File: config.mk
export PLATFORM = sky130hd
export DESIGN_NAME = srt_quot_post
export DESIGN_NICKNAME = d
export VERILOG_FILES = /design/src/rtl/srt_quot_post.sv
export SDC_FILE = /design/constraint.sdc
export NUM_CORES = 2
export LEC_CHECK = 0
export ABC_AREA = 1
export BUFFER_PORTS_ARGS = -buffer_cell sky130_fd_sc_hd__buf_2
export CAP_MARGIN = 10
export CELL_PAD_IN_SITES_DETAIL_PLACEMENT = 1
export CELL_PAD_IN_SITES_GLOBAL_PLACEMENT = 1
export CORE_ASPECT_RATIO = 1.5
export CORE_MARGIN = 2
export CORE_UTILIZATION = 46
export CTS_CLUSTER_DIAMETER = 200
export DETAILED_ROUTE_END_ITERATION = 10
export GPL_ROUTABILITY_DRIVEN = 0
export PLACE_DENSITY_LB_ADDON = 0.1
export SETUP_SLACK_MARGIN = 0.3
export SYNTH_ARGS = -nofsm -noshare
export SYNTH_HDL_FRONTEND = slang
export SYNTH_SLANG_ARGS = --single-unit
File: constraint.sdc
create_clock -name CLK -period 5.1 [get_ports CLK]
set_input_delay 1.53 -clock CLK [delete_from_list [all_inputs] [get_ports CLK]]
set_output_delay 1.53 -clock CLK [all_outputs]
set_load 0.02 [all_outputs]
File: src/rtl/srt_quot_post.sv
// srt_quot_post
//   Post-processing stage behind the radix-4 SRT iteration core.
//   Converts the signed quotient digit stream to binary on the fly (QP/QM
//   pair), then corrects the final partial remainder for sign/overshoot,
//   denormalizes the remainder and presents Q/R with a one-cycle DONE.
//
// Ports
//   CLK         rising-edge clock
//   RST_N       synchronous active-low reset
//   START       begin a division (accepted in IDLE only)
//   SHIFT[5:0]  normalization shift count, captured with START
//   DIG_VALID   DIG carries a quotient digit this cycle
//   DIG[2:0]    signed digit, legal -2..+2
//   PREM_VALID  PREM/DSR_NORM valid this cycle
//   PREM[W:0]   signed final partial remainder (normalized scale)
//   DSR_NORM    normalized divisor
//   Q, R        final quotient / denormalized remainder
//   BUSY        high in every state except IDLE
//   DONE        one-cycle completion pulse
//   ERR         sticky illegal-digit flag, cleared on accepted START
module srt_quot_post #(
  parameter int W    = 64,
  parameter int NDIG = W / 2
) (
  input  logic         CLK,
  input  logic         RST_N,
  input  logic         START,
  input  logic [5:0]   SHIFT,
  input  logic         DIG_VALID,
  input  logic [2:0]   DIG,
  input  logic         PREM_VALID,
  input  logic [W:0]   PREM,
  input  logic [W-1:0] DSR_NORM,
  output logic [W-1:0] Q,
  output logic [W-1:0] R,
  output logic         BUSY,
  output logic         DONE,
  output logic         ERR
);

  localparam int CW = $clog2(NDIG + 1);

  typedef enum logic [2:0] {
    IDLE,
    CONV,
    WAIT_REM,
    CORR,
    FIN
  } state_t;

  state_t         state, state_nx;
  logic [CW-1:0]  cnt;
  logic [5:0]     shift_r;
  logic [W-1:0]   qp, qm, qf;
  logic [W:0]     prem_r, rc;
  logic [W-1:0]   dsr_r;

  logic           dig_illegal;
  logic [2:0]     d;
  logic           d_neg, d_pos;
  logic [1:0]     qp_lsb, qm_lsb;
  logic           last_dig;
  logic [W:0]     dsr_ext;

  // Digit decode. Only the low two bits of each appended digit matter, so the
  // (4+d), (d-1) and (3+d) terms reduce to 2-bit modular arithmetic on d[1:0].
  always_comb begin
    dig_illegal = (DIG == 3'b011) || (DIG == 3'b100) || (DIG == 3'b101);
    d           = dig_illegal ? 3'b000 : DIG;
    d_neg       = d[2];
    d_pos       = !d[2] && (d != 3'b000);
    qp_lsb      = d[1:0];
    qm_lsb      = d_pos ? (d[1:0] - 2'd1) : (d[1:0] + 2'd3);
    last_dig    = (cnt == CW'(NDIG - 1));
    dsr_ext     = {1'b0, dsr_r};
  end

  assign BUSY = (state != IDLE);

  always_ff @(posedge CLK) begin
    if (!RST_N) state <= IDLE;
    else        state <= state_nx;
  end

  always_comb begin
    state_nx = state;
    unique case (state)
      IDLE:     if (START) state_nx = CONV;
      CONV:     if (DIG_VALID && last_dig) state_nx = WAIT_REM;
      WAIT_REM: if (PREM_VALID) state_nx = CORR;
      CORR:     state_nx = FIN;
      FIN:      state_nx = IDLE;
      default:  state_nx = IDLE;
    endcase
  end

  always_ff @(posedge CLK) begin
    if (!RST_N) begin
      cnt     <= '0;
      shift_r <= '0;
      qp      <= '0;
      qm      <= '0;
      qf      <= '0;
      prem_r  <= '0;
      dsr_r   <= '0;
      rc      <= '0;
      Q       <= '0;
      R       <= '0;
      DONE    <= 1'b0;
      ERR     <= 1'b0;
    end else begin
      DONE <= 1'b0;
      unique case (state)
        IDLE: begin
          if (START) begin
            qp      <= '0;
            qm      <= '0;
            cnt     <= '0;
            shift_r <= SHIFT;
            ERR     <= 1'b0;
          end
        end
        CONV: begin
          if (DIG_VALID) begin
            qp  <= d_neg ? {qm[W-3:0], qp_lsb} : {qp[W-3:0], qp_lsb};
            qm  <= d_pos ? {qp[W-3:0], qm_lsb} : {qm[W-3:0], qm_lsb};
            cnt <= cnt + 1'b1;
            if (dig_illegal) ERR <= 1'b1;
          end
        end
        WAIT_REM: begin
          if (PREM_VALID) begin
            prem_r <= PREM;
            dsr_r  <= DSR_NORM;
          end
        end
        CORR: begin
          // Unsigned compare is valid here because the sign bit is clear.
          if (prem_r[W]) begin
            rc <= prem_r + dsr_ext;
            qf <= qm;
          end else if (prem_r >= dsr_ext) begin
            rc <= prem_r - dsr_ext;
            qf <= qp + 1'b1;
          end else begin
            rc <= prem_r;
            qf <= qp;
          end
        end
        FIN: begin
          // rc[W] is zero after correction, so shifting the full W+1 bits and
          // truncating equals shifting rc[W-1:0].
          Q    <= qf;
          R    <= W'(rc >> shift_r);
          DONE <= 1'b1;
        end
        default: ;
      endcase
    end
  end

endmodule
; Word level (Yosys, flattened, before mapping)
; Cells that the tools add are included.
[op_classes]
reduce_logical = 14
add_sub_neg = 6
n_eq_ne = 13
magnitude_cmp = 1
n_shift = 1
mux = 25
[op_table]
columns = cell, count
row1 = two-way mux 64 bit, 7
row2 = case mux 64 bit (2 select lines), 2
row3 = two-way mux 65 bit, 2
row4 = adder 65 x 64 -> 65 bit, 1
row5 = >= comparator 65 x 64 -> 1 bit, 1
row6 = right shift 65 x 6 -> 64 bit, 1
row7 = subtractor 65 x 64 -> 65 bit, 1
row8 = "adder 64 x 1 -> 64 bit, second input constant", 1
row9 = two-way mux 3 bit, 4
row10 = two-way mux 6 bit, 2
row11 = case mux 3 bit (4 select lines), 1
row12 = case mux 6 bit (2 select lines), 1
row13 = "!= test 2 bit, second input constant", 5
row14 = "equality test 3 x 2 -> 1 bit, second input constant", 3
row15 = "equality test 3 bit, second input constant", 3
row16 = "adder 6 x 1 -> 6 bit, second input constant", 1
row17 = "equality test 6 x 5 -> 1 bit, second input constant", 1
row18 = AND reduction 3 bit, 2
row19 = nonzero test 3 bit, 2
row20 = two-way mux 1 bit, 4
row21 = AND reduction 2 bit, 2
row22 = AND reduction 4 bit, 1
row23 = "equality test 3 x 1 -> 1 bit, second input constant", 1
row24 = logical NOT 3 bit, 1
row25 = other kinds (8), 10
[word_totals]
elab_cells = 73
out_inout_bits = 131
reg_bits = 531

; Longest topological paths before layout
[logic_depth]
word_depth = 10
depth_mapped = 22
ltp_nobuf = 20

; Least setup slack after synthesis
; No wires, ideal clock.
[synth_path]
kind = input to register
from = input port DIG[2]
to = register qm[30]
setup_time_ns = 0.132
t_arrival_ns = 3.093
setup_slack_ns = 1.875
n_path_buf = 2
required_time_ns = 4.968
cell_stages = 12
path_cell_list = inv_1 -> a21oi_1 -> a21oi_1 -> inv_1 -> nand2_1 -> ha_1 -> a21oi_1 -> clkbuf_1 -> buf_1 -> a21oi_1 -> o21ai_0 -> a21oi_1
[synth_between]
elab_chain_len = 9
elab_cells_between_ends = 12
classes_between = 3 x eq/ne / 4 x mux / 5 x reduce/logical
[synth_rtl]
columns = element, line
row1 = from (decl), 30  ; input logic [2:0] DIG,
row2 = equality test 3 x 2 -> 1 bit / equality test 3 bit (equally long branches), 68  ; dig_illegal = (DIG == 3'b011) || (DIG == 3'b100) || (DIG == 3'b101);
row3 = logical OR 1 bit (2 in series), 68
row4 = two-way mux 3 bit (*), 69  ; d = dig_illegal ? 3'b000 : DIG;
row5 = nonzero test 3 bit / logical NOT 1 bit (equally long branches), 71  ; d_pos = !d[2] && (d != 3'b000);
row6 = logical AND 1 bit (*), 71
row7 = two-way mux 64 bit (*), 126  ; qm <= d_pos ? {qp[W-3:0], qm_lsb} : {qm[W-3:0], qm_lsb};
row8 = two-way mux 64 bit (*), 124  ; if (DIG_VALID) begin
row9 = case mux 64 bit (2 select lines) (*), 113  ; unique case (state)
row10 = to (signal assigned), 126
row11 = to (decl), 54  ; logic [W-1:0] qp, qm, qf;
; Every way passes the cells marked *; elsewhere a longest branch is shown, timed or not. The select of a mux whose other input is x is not followed.
; A chain may end at the register's enable or synchronous reset.

; Worst setup path after layout
[layout_path]
from = register dsr_r[51]
to = register rc[42]
[layout_between]
elab_chain_len = 3
[layout_rtl]
columns = element, line
row1 = from (decl), 56  ; logic [W-1:0] dsr_r;
row2 = from (signal assigned), 105  ; dsr_r <= '0;
row3 = from (signal assigned), 134  ; dsr_r <= DSR_NORM;
row4 = >= comparator 65 x 64 -> 1 bit, 142  ; end else if (prem_r >= dsr_ext) begin
row5 = two-way mux 65 bit, 142
row6 = two-way mux 65 bit, 139  ; if (prem_r[W]) begin
row7 = to (signal assigned), 140  ; rc <= prem_r + dsr_ext;
row8 = to (signal assigned), 143  ; rc <= prem_r - dsr_ext;
row9 = to (signal assigned), 146  ; rc <= prem_r;
row10 = to (decl), 55  ; logic [W:0] prem_r, rc;
; No other way between the ends.

==> out/qor.txt <==
Outcome -> completed
Crit path launch -> dsr_r[51]$_SDFFE_PN0P_
CTS hold repair buffers -> 0
Worst-margin pin slew -> 1.20 ns
Worst rel slew slack -> 0.197
RSZ-0062 raised after global routing -> no
# setup viols final -> 0
Residual DRC -> 0
Final wirelength -> 174,000 um
CP startpoint kind -> flop
Final core occ -> 0.506
CP endpoint kind -> flop
Worst hold path class -> reg -> reg
Clock skew -> 0.0260 ns
Routed WL per cell -> 21.7 um
Area of the multi-input gates -> 23,800 um^2
Count of cell types in the netlist -> 49
Max-slew violations -> 0
CTS buffer count -> 56
Post-synthesis sequential area ratio -> 0.269
Die height -> 363 um
Final hold vios -> 0
Antenna Violating Nets Remaining -> 0
Crit Path Max Fanout -> 67
Asr flop ratio synth -> 0
Main flop type after synthesis -> dfxtp_1
Grt ovf -> 0
Vias -> 46,000
Number of flops mapped to enable cells by yosys -> 0
# clock sinks -> 531
Max frequency -> 213 MHz
Min Clock Period, post-route -> 4.68 ns
FP Rows -> 131
Static leakage -> 21.0 nW
Post-route cell area -> 43,100 um^2
Layout Cells excl Fill -> 8,041
Total track usage -> 0.381
Core footprint -> 85,100 um^2
First-pass GRT wire length -> 263,000 um
Htree depth -> 2
Hpwl dp -> 132,000 um
Setup tns final -> 0 ns
Final worst-path cycle share -> 0.919
Clock root cell -> clkbuf_16
IO Pins -> 274
Port Buffers -> 273
Initial Util -> 0.465
Layout cell share with drive strength beyond 1 -> 0.0753
Placed Cells -> 7,939
Worst Path Required -> 5.65 ns
Chip Width -> 243 um
Cell area after placement -> 41,200 um^2
Crit path DAT -> 5.24 ns
Seq cells post-synth -> 531
Nets -> 7,143
Synth Area per Inst -> 5.76 um^2
RR Startpoint -> dsr_r[51]$_SDFFE_PN0P_
CTS tree -> done
Largest net degree at the start of global routing -> 136
Area of the die -> 88,300 um^2
Hold Startpoint -> R[43]$_SDFFE_PN0P_
Power Density -> 216 nW/um^2
Clock Path Buffers -> 3
Clk_lat worst skew -> 0.67 ns
Maximum VDD drop -> 0.255 mV
Fill count -> 12,300
Worst hold slack -> 0.462 ns
Syn_nets -> 7,131
Cells after Synth -> 6,855
Max-Cap Viols -> 0
Post-DR vias/cell -> 5.72
Vias in the first global route -> 46,000
Syn-to-layout area delta -> 9.03%
Initial antenna violation count -> 2
Ys Warns -> 0
Post-synthesis instance area -> 39,500 um^2
Sequential cell area -> 10,600 um^2
Drt pass-1 iters -> 6
Setup Buffers After CTS -> 0
Worst-path clk slew -> 0.06 ns
First DRT Iteration DRCs -> 3,242
Post-CTS Resized -> 0
Crit path kind -> reg -> reg
-- critical path: stages, from the launching register on --
cell	delay [ns]
dfxtp_1	0.34
inv_1	0.06
ha_1	0.50
nand2_1	0.22
inv_1	0.08
nand2_1	0.09
nand3_1	0.09
nand2_1	0.07
nand2_1	0.06
a21oi_1	0.27
nand2_1	0.15
nor2_4	0.55
buf_4	0.80
a21oi_2	0.12
buf_4	0.32
nand2_1	0.13
nand3_1	0.37
nand2_1	0.17
inv_1	0.05
-- placed cells by master (no fill, tap or decap), types with 6 or more instances in the layout --
cell | synthesis | routed
buf_4 | 12 | 37
dfxtp_1 | 531 | 526
nor3_1 | 70 | 69
a21oi_2 | 30 | 30
nor4_1 | 8 | 8
inv_1 | 924 | 920
a21oi_1 | 651 | 650
or2_2 | 12 | 12
xor2_1 | 88 | 88
mux2i_1 | 26 | 26
nand2_2 | 10 | 10
clkbuf_8 | 0 | 6
nand4_1 | 64 | 64
nand3_1 | 522 | 521
nor2_1 | 658 | 657
nor2_2 | 14 | 14
nand2_1 | 2030 | 2029
inv_2 | 20 | 17
clkbuf_1 | 237 | 11
ha_1 | 131 | 131
clkinvlp_4 | 0 | 6
clkinv_2 | 0 | 15
o21bai_1 | 11 | 11
buf_12 | 1 | 8
clkbuf_16 | 0 | 56
nand3b_1 | 18 | 18
a31oi_1 | 30 | 30
o21ai_0 | 580 | 580
o211ai_1 | 10 | 10
buf_2 | 68 | 272
-- routing by layer --
layer	vias to the layer above	GRT usage	share of wire
li1	21700	-	-
met1	22000	0.421	0.38
met2	1579	0.659	0.47
met3	643	0.0546	0.056
met4	2	0.293	0.091
met5	-	0	0.000075
-- Yosys cell counts (4+ instances only) --
cell type | count | area, um^2
clkbuf_2 | 5 | 25.0
inv_2 | 20 | 75.1
inv_1 | 924 | 3470
nand3b_1 | 18 | 135
a22oi_1 | 5 | 37.5
o21ai_0 | 580 | 2900
o21bai_1 | 11 | 82.6
nor2_1 | 658 | 2470
ha_1 | 131 | 1640
a31oi_1 | 30 | 188
nor2_2 | 14 | 87.6
nand3_1 | 522 | 2610
nand2_2 | 10 | 62.6
nor3_2 | 4 | 40.0
xor2_1 | 88 | 771
nor4_1 | 8 | 50.1
buf_4 | 12 | 90.1
o221ai_1 | 5 | 43.8
nor2_4 | 4 | 45.0
nor3_1 | 70 | 350
mux2i_1 | 26 | 260
buf_1 | 32 | 120
or2_2 | 12 | 75.1
o211ai_1 | 10 | 75.1
clkbuf_1 | 237 | 890
buf_6 | 9 | 101
nand2_1 | 2030 | 7620
dfxtp_1 | 531 | 10600
buf_2 | 68 | 340
nand4_1 | 64 | 400
a21oi_2 | 30 | 263
a21oi_1 | 651 | 3260
o21a_1 | 4 | 30.0
-- registers in the layout, summed over array words and instances, names as in the netlist --
| signal | cells |
|---|---|
| DONE | 1 |
| qf | 64 |
| prem_r | 65 |
| Q | 64 |
| R | 64 |
| shift_r | 6 |
| rc | 65 |
| qm | 64 |
| ERR | 1 |
| qp | 64 |
| state | 3 |
| dsr_r | 64 |
| cnt | 6 |
-- final timing paths --
path	slack, ns	cells after the start	endpoint
hold reg to reg	0.46	2	R[43]$_SDFFE_PN0P_
setup reg to reg	0.42	18	rc[42]$_SDFFE_PN0P_
setup / recovery	0.42	18	rc[42]$_SDFFE_PN0P_
hold / removal	0.46	2	R[43]$_SDFFE_PN0P_
-- per-stage QoR --
stage,power (mW),setup slack (ns)
2_1_floorplan,4.81,1.88
3_3_place_gp,5.05,0.750
3_5_place_dp,5.06,0.684
4_1_cts,9.33,0.625
5_1_grt,9.56,0.341
6_report,9.29,0.415
-- final cells by class --
cell class | count | share of cell area
tap | 1130 | 0.0328
clock inverter | 28 | 0.00761
inverter | 947 | 0.0830
multi-input combinational | 5013 | 0.552
antenna | 1 | 0.0000581
clock buffer | 73 | 0.0354
timing repair buffer | 318 | 0.0420
sequential | 531 | 0.247
-- cell families (layout without fill, tap and decap cells) --
family                   Yosys count  in the layout  synth area share
AND/OR/NAND/NOR                 3425           3425             0.355
AO/OA/AOI/OAI                   1338           1338             0.176
buffers and inverters           1311           1366             0.130
flip-flops                       531            531             0.269
adder cells (fa/ha/maj)          133            133            0.0425
XOR/XNOR                          91             91            0.0202
multiplexers                      26             26           0.00659
other                              0              1                 0
-- power breakdown --
part | total, mW | internal [mW] | switching (mW) | leakage, nW
Clock | 4.30 | 2.37 | 1.93 | 0.898
Sequential | 4.22 | 4.17 | 0.0438 | 4.28
Combinational | 0.765 | 0.214 | 0.552 | 15.8
Power figures use the tool's default switching activity.
